**src/rtl/rr_onehot_arbiter.sv**
```systemverilog
// rr_onehot_arbiter: 16-way round-robin arbiter with bounded hold.
// Ports: clk, rst (async high), req[N], done -> gnt[N] one-hot,
//   gnt_idx[IDX_W], gnt_valid, timeout (one-cycle forced-release pulse).
module rr_onehot_arbiter #(
   parameter int N        = 16,
   parameter int IDX_W    = 4,
   parameter int MAX_HOLD = 8
) (
   input  logic             clk,
   input  logic             rst,
   input  logic [N-1:0]     req,
   input  logic             done,
   output logic [N-1:0]     gnt,
   output logic [IDX_W-1:0] gnt_idx,
   output logic             gnt_valid,
   output logic             timeout
);

   typedef enum logic {
      IDLE  = 1'b0,
      GRANT = 1'b1
   } state_t;

   localparam logic [7:0]   HOLD_MAX = 8'(MAX_HOLD);
   localparam logic [N-1:0] ONE      = {{(N-1){1'b0}}, 1'b1};

   state_t           state;
   state_t           state_nxt;
   logic [IDX_W-1:0] ptr;
   logic [IDX_W-1:0] ptr_nxt;
   logic [7:0]       hold_cnt;
   logic [7:0]       hold_nxt;
   logic [N-1:0]     gnt_nxt;
   logic [IDX_W-1:0] idx_nxt;
   logic             valid_nxt;
   logic             timeout_nxt;

   logic [IDX_W-1:0] pick;
   logic [IDX_W-1:0] cand;
   logic             pick_vld;
   logic             holder_req;
   logic             voluntary;
   logic             hold_max;

   assign holder_req = req[gnt_idx];
   assign voluntary  = done | ~holder_req;
   assign hold_max   = (hold_cnt == HOLD_MAX);

   // Rotating priority scan: walk from the farthest offset down to
   // offset 0 so the last hit (closest to ptr) is the one kept.
   // Index arithmetic wraps naturally because N == 2**IDX_W.
   always_comb begin
      pick     = '0;
      pick_vld = 1'b0;
      cand     = '0;
      for (int i = N - 1; i >= 0; i--) begin
         cand = ptr + IDX_W'(i);
         if (req[cand]) begin
            pick     = cand;
            pick_vld = 1'b1;
         end
      end
   end

   // State register plus the registered outputs and bookkeeping.
   always_ff @(posedge clk or posedge rst) begin
      if (rst) begin
         state     <= IDLE;
         gnt       <= '0;
         gnt_idx   <= '0;
         gnt_valid <= 1'b0;
         timeout   <= 1'b0;
         ptr       <= '0;
         hold_cnt  <= '0;
      end else begin
         state     <= state_nxt;
         gnt       <= gnt_nxt;
         gnt_idx   <= idx_nxt;
         gnt_valid <= valid_nxt;
         timeout   <= timeout_nxt;
         ptr       <= ptr_nxt;
         hold_cnt  <= hold_nxt;
      end
   end

   // Next-state logic.
   always_comb begin
      state_nxt = state;
      unique case (state)
         IDLE: begin
            if (pick_vld) state_nxt = GRANT;
         end
         GRANT: begin
            if (voluntary || hold_max) state_nxt = IDLE;
         end
         default: state_nxt = IDLE;
      endcase
   end

   // Output / datapath logic: values loaded into the output registers.
   // done is simply not looked at in IDLE.
   always_comb begin
      gnt_nxt     = gnt;
      idx_nxt     = gnt_idx;
      valid_nxt   = gnt_valid;
      timeout_nxt = 1'b0;
      ptr_nxt     = ptr;
      hold_nxt    = hold_cnt;
      unique case (state)
         IDLE: begin
            if (pick_vld) begin
               gnt_nxt   = ONE << pick;
               idx_nxt   = pick;
               valid_nxt = 1'b1;
               hold_nxt  = 8'd1;
               ptr_nxt   = pick + IDX_W'(1);
            end else begin
               gnt_nxt   = '0;
               valid_nxt = 1'b0;
               hold_nxt  = '0;
            end
         end
         GRANT: begin
            if (voluntary || hold_max) begin
               gnt_nxt     = '0;
               valid_nxt   = 1'b0;
               hold_nxt    = '0;
               // A voluntary release takes precedence over the limit.
               timeout_nxt = ~voluntary;
            end else begin
               hold_nxt = hold_cnt + 8'd1;
            end
         end
         default: begin
            gnt_nxt   = '0;
            valid_nxt = 1'b0;
            hold_nxt  = '0;
         end
      endcase
   end

endmodule
```
**config.mk**
```make
export PLATFORM = sky130hd
export DESIGN_NAME = rr_onehot_arbiter
export DESIGN_NICKNAME = d
export VERILOG_FILES = /design/src/rtl/rr_onehot_arbiter.sv
export SDC_FILE = /design/constraint.sdc
export NUM_CORES = 1
export LEC_CHECK = 0
export CORE_ASPECT_RATIO = 0.6
export CORE_MARGIN = 3
export CORE_UTILIZATION = 27
export CTS_BUF_LIST = sky130_fd_sc_hd__clkbuf_8
export DETAILED_ROUTE_END_ITERATION = 8
export GPL_TIMING_DRIVEN = 0
export MAX_ROUTING_LAYER = met4
export PLACE_DENSITY = 0.45
export SYNTH_ARGS = -nofsm -noshare
export SYNTH_HDL_FRONTEND = slang
export SYNTH_SLANG_ARGS = --single-unit
```
**constraint.sdc**
```tcl
create_clock -name clk -period 5.79 [get_ports clk]
set_input_delay 0.579 -clock clk [delete_from_list [all_inputs] [get_ports clk]]
set_output_delay 0.579 -clock clk [all_outputs]
set_load 0.05 [all_outputs]
```
==> results.md, run 1 <==
* Status: finished clean
* Die extent in x at 165 um
* CTS tree: built
* Crit end category: register
* Final Critical Period at 5.53 ns
* Post-Syn Nets at 459
* Yosys reg bits at 35
* Overall Global Routing Usage at 17.9%
* FMAX at 0.181 GHz
* Max-slew violation count at 0
* Yosys top cell area share at 21.3%
* Largest net degree at the start of global routing at 24
* Final Hold Fails at 0
* Multi-input logic area at 0.00307 mm2
* Worst Path Required at 5.99 ns
* Remaining DRCs at 0
* N_diodes at 0
* Global-route wire length before repair at 22,300 um
* Sequential share of the synthesized area at 21.3%
* IO buf count at 40
* Crit path kind: reg -> reg
* Slew HR at 27.1%
* Clock slew at reported path FFs at 0.08 ns
* Drt wl/cell at 21.4 um
* Setup Skew at 0.00986 ns
* Final setup vio count at 0
* Period utilization at 95.5%
* Worst slew pin tran at 1.09 ns
* Synth Cell Area at 0.00411 mm2
* Synth unique cells at 78
* Crit path launch type: register
* Area Overhead vs Synth at 19.1%
* Ys Warns at 0
* DR vias at 3,822
* EDFF count, synth at 0
* Hold Path Class: reg -> reg
* Rows at 34
* CORE AREA at 0.0147 mm2
* Via/cell ratio at 5.65
* FF+latch area at 876 um2
* Clk sinks at 35
* Final ANT Viol Nets at 0
* Fillers at 1,510
* Io pins at 41
* Mean post-synth cell area at 9.57 um2
* Setup_tns at 0 ns
* Mapped Cells at 430
* Clk Latency, worst-skew pair at 0.29 ns
* Buffer count from post-CTS setup fixing at 0
* Post-synth top area cell: dfrtp_1
* Final nets at 507
* Cts bufs inserted at 5
* Die area at 0.0168 mm2
* Layout cells sized above 1 at 21.7%
* Initial DRT Pass Iterations at 5
* DRC marker count from the first detailed-route iteration at 340
* WP data arrival at 5.73 ns
* Most frequent cell after synthesis: nand2_1
* Global route overflow at 0
* Vias in the first global route at 3,639
* Synth area leaders: dfrtp_1 (21%), mux4_2 (12%), mux2_2 (6.8%)
* Synth top cells by count: nand2_1 (46), dfrtp_1 (35), mux2_2 (25)
* DP HPWL at 11,400 um
* RSZ-0062 raised after global routing: no
* Worst-path fanout max at 10
* H-tree Lvls at 2
* CTS Buffer Depth at 2
* Starting Density at 28.0%
* Synth async-reset ratio at 100%
* Routability Congestion at 0.932
* Top FF cell, synth: dfrtp_1
* Routed Wire Length at 14,500 um
* Initial antenna violation count at 0
* Max capacitance violation total at 0
* Die height at 102 um
* CTS Root Cell: clkbuf_8
state kept, by name, summed over array words and instances, names as in the netlist:
signal,count
timeout,1
gnt_valid,1
gnt,16
hold_cnt,8
ptr,4
gnt_idx,4
state,1
cell usage in the layout, fill, tap and decap left out, types with 17 or more instances in the layout:
| cell | synthesis | routed |
|---|---|---|
| nand2_1 | 46 | 46 |
| clkdlybuf4s50_1 | 0 | 40 |
| dfrtp_1 | 35 | 35 |
| mux2_2 | 25 | 25 |
| o21ai_0 | 23 | 23 |
| mux4_2 | 22 | 22 |
| nand3_1 | 21 | 21 |
| mux2i_1 | 20 | 20 |
| nor2_1 | 20 | 20 |
| a21oi_1 | 17 | 17 |
kinds of logic after synthesis:
family          count (synthesis)  synth area share, %
compound gates                103                 17.9
xor+xnor                       19                 4.59
fa+ha+maj                      10                 3.04
buf+inv                        33                 4.14
flops                          35                 21.3
mux                            78                 29.5
simple gates                  152                 19.6
critical path, stage by stage, from the launching register on:
cell	delay, ns
dfrtp_1	0.42
buf_6	0.17
clkbuf_1	0.49
inv_1	0.32
ha_1	0.43
buf_6	0.18
buf_4	0.18
inv_2	0.15
a2111oi_0	0.12
a311oi_1	0.86
nor3b_2	0.47
nor2_1	0.21
and4_1	0.20
a41oi_2	0.45
nor2b_2	0.40
nand2_1	0.17
o21ai_0	0.20
path summary, 6_finish.rpt:
| check | slack (ns) | end | cells past startpoint | startpoint |
|---|---|---|---|---|
| setup / recovery | 0.26 | gnt[12] | 16 | ptr[1] |
| max in group asynchronous | 4.60 | hold_cnt[1] | 3 | rst |
| min in group asynchronous | 0.67 | gnt[12] | 2 | rst |
| setup reg to reg | 0.26 | gnt[12] | 16 | ptr[1] |
| hold reg to reg | 0.48 | gnt[13] | 2 | gnt[13] |
| hold / removal | 0.48 | gnt[13] | 2 | gnt[13] |
cell type report:
type,count,area share [%]
multi-input combinational,362,62.7
sequential,35,17.9
timing repair buffer,41,8.74
tap,198,5.06
buffer,20,2.48
clock buffer,7,1.97
inverter,13,0.996
clock inverter,1,0.153
routing by layer:
metal | vias up | track usage, % | part of all wire, %
li1 | 1753 | - | -
met1 | 1910 | 29.4 | 54
met2 | 151 | 22.6 | 38
met3 | 8 | 3.96 | 8.0
met4 | 0 | 0.703 | 0.38
met5 | - | - | 0
timing repair:
action / CTS / global route
setup endpoints to repair: 0 / 7
hold buffers: 0 / 0
gates resized for setup: 0 / 1
metrics by stage:
stage                     cells  util [%]  worst slack, ns  cell area, um2  hold WS, ns
after CTS                   677      33.3            0.358            4890        0.491
after global placement      668      32.4            0.218            4760        0.466
after floorplan             430         -             1.70            4110        0.521
after global routing        677      33.4          0.00402            4900        0.522
final                       677      33.4            0.261            4900        0.485
after detailed placement    669      32.6            0.389            4790        0.476
Power of run 1 is left out: the tool's default activity adds up to more than one toggle a clock period on the data nets, which glitch-free logic cannot reach.
==> run 2: changes to the inputs <==
==> config.mk (replaced) <==
export PLATFORM = sky130hd
export DESIGN_NAME = rr_onehot_arbiter
export DESIGN_NICKNAME = d
export VERILOG_FILES = /design/src/rtl/rr_onehot_arbiter.sv
export SDC_FILE = /design/constraint.sdc
export NUM_CORES = 1
export LEC_CHECK = 0
export CORE_ASPECT_RATIO = 1.25
export CORE_MARGIN = 3
export CORE_UTILIZATION = 43
export CTS_BUF_LIST = sky130_fd_sc_hd__clkbuf_8
export DETAILED_ROUTE_END_ITERATION = 8
export GPL_TIMING_DRIVEN = 0
export MAX_ROUTING_LAYER = met4
export PLACE_DENSITY = 0.64
export SYNTH_ARGS = -nofsm -noshare
export SYNTH_HDL_FRONTEND = slang
export SYNTH_SLANG_ARGS = --single-unit
==> run 2 against run 1 <==
Against the previous run: utilization increased by 19 points; global-route usage increased by 7.7 points; clock skew decreased by 0.0046 ns; clock-buffer cell count decreased by 1; non-clock buffer count unchanged; first-iteration DRC count decreased by 9.4%; critical path depth increased by 2; critical path type unchanged; sequential share of layout area increased by 0.32 points; die area decreased by 36%; cell area decreased by 1.7%; largest cell class unchanged; hold slack got worse by 0.0019 ns.
==> results.md, run 2 (synthesis gave the netlist of run 1 again) <==
* FMAX at 0.196 GHz (+8.3%)
* Worst-path fanout max at 10 (unchanged)
* Final nets at 507 (unchanged)
* Largest net degree at the start of global routing at 36 (+50%)
* Final Hold Fails at 0 (unchanged)
* # hold bufs at CTS at 0 (unchanged)
* Worst Setup SP: ptr[1]
* Initial antenna violation count at 0 (unchanged)
* Max reg flops at 16 (unchanged)
* Biggest register: gnt
* Drt wl/cell at 21.6 um (+1.1%)
* Fillers at 851 (-44%)
* Regs by FF count: gnt (16), hold_cnt (8)
* Cell class contributing the biggest share of worst-path delay: compound AO/OA/AOI/OAI gates
* Worst R2R Start: ptr[1]
* Max capacitance violation total at 0 (unchanged)
* Via/cell ratio at 6.43 (+14%)
* CTS Root Cell: clkbuf_8
* Die area at 0.0108 mm2 (-36%)
* IO buf count at 40 (unchanged)
* Worst path max stage delay at 0.68 ns (-0.18 ns)
* CORE AREA at 0.00922 mm2 (-37%)
* WP data arrival at 5.25 ns (-0.48 ns)
* Most frequent cells in the layout: nand2_1 (46), clkdlybuf4s50_1 (40), dfrtp_1 (35)
* Status: finished clean
* Layout cells sized above 1 at 21.5% (-0.21 points)
* Final setup vio count at 0 (unchanged)
* Routed Wire Length at 13,000 um (-10%)
* CTS Buffer Depth at 2 (unchanged)
* PostCTS Resize Cnt at 0 (unchanged)
* Hold_sp: gnt_valid
* Commonest non-fill, non-tap cell in the layout: nand2_1
* DP HPWL at 10,100 um (-12%)
* H-tree Lvls at 2 (unchanged)
* Die extent in x at 93.5 um (-43%)
* Crit end category: register
* Starting Density at 44.6% (+17 points)
* Cell chain of the critical path: buf_6 -> clkbuf_1 -> inv_1 -> ha_1 -> buf_6 -> buf_4 -> nor2b_1 -> a2111oi_1 -> inv_1 -> and3_1 -> o21ai_0 -> and3_1 -> a211oi_1 -> o31ai_2 -> nor2_1 -> ha_1 -> nand2_1 -> o21ai_0
* Worst slew pin tran at 0.776 ns (-0.309 ns)
* DRC marker count from the first detailed-route iteration at 308 (-9.4%)
* WP buf/inv at 6 (unchanged)
* Cts bufs inserted at 5 (unchanged)
* Global route overflow at 0 (unchanged)
* Slew HR at 48.1% (+21 points)
* Clk sinks at 35 (unchanged)
* Global-route wire length before repair at 20,800 um (-6.9%)
* Final ANT Viol Nets at 0 (unchanged)
* Vias in the first global route at 3,792 (+4.2%)
* Clk Latency, worst-skew pair at 0.28 ns (about the same)
* N_diodes at 0 (unchanged)
* RSZ-0062 raised after global routing: no
* Period utilization at 88.2% (-7.3 points)
* Max-slew violation count at 0 (unchanged)
* Crit path kind: reg -> reg
* Io pins at 41 (unchanged)
* DR vias at 3,871 (+1.3%)
* Rows at 39 (+15%)
* Routability Congestion at 0.998 (+7.1%)
* Area Overhead vs Synth at 17.0%
* Crit path launch type: register
* Buffer count from post-CTS setup fixing at 0 (unchanged)
* CTS tree: built
* Remaining DRCs at 0 (unchanged)
* Setup_tns at 0 ns (unchanged)
* Final Critical Period at 5.11 ns (-0.422 ns)
* Setup Skew at 0.00523 ns (-0.00463 ns)
* Hold Path Class: reg -> reg
* Initial DRT Pass Iterations at 6 (+1)
* Die height at 115 um (+14%)
* Overall Global Routing Usage at 25.6% (+7.7 points)
* Slowest-stage cell, CP: a2111oi_1
* Clock slew at reported path FFs at 0.07 ns (about the same)
* Worst Path Required at 5.93 ns (-0.06 ns)
## run 2: layer usage
layer,routed length [um],up-vias,global-route usage [%]
li1,-,1751,-
met1,5200,1910,32.5
met2,6600,175,42.3
met3,690,35,1.24
met4,513,0,11.5
met5,0,-,-
## run 2: final cells by class
cell class / count / area [um2] / area share, %
clock buffers: 6 / 82.6 / 1.72
multi-input cells: 362 / 3070 / 63.7
flip-flops and latches: 35 / 876 / 18.2
well taps: 123 / 154 / 3.20
inverters: 13 / 48.8 / 1.01
plain buffers: 20 / 121 / 2.52
clock inverters: 2 / 35.0 / 0.728
repair buffers: 41 / 428 / 8.89
## run 2: final timing paths
kind                       depth (start not counted)     endpoint  slack (ns)
min                                                1    gnt_valid        0.48
min in group asynchronous                          2      gnt[12]        0.64
max in group asynchronous                          3  hold_cnt[3]        4.69
max reg2reg                                       18       ptr[2]        0.68
max                                               18       ptr[2]        0.68
min reg2reg                                        1    gnt_valid        0.48
## run 2: per-stage QoR
step / setup slack (ns) / area, um2 / hold slack, ns / std cells / utilization, %
after floorplan: 1.70 / 4110 / 0.521 / 430 / -
after global placement: 0.816 / 4670 / 0.464 / 593 / 50.6
after detailed placement: 0.770 / 4670 / 0.468 / 593 / 50.6
after CTS: 0.757 / 4790 / 0.490 / 601 / 51.9
after global routing: 0.355 / 4810 / 0.521 / 602 / 52.2
final: 0.683 / 4810 / 0.483 / 602 / 52.2
Power of run 2 is left out for the same reason.
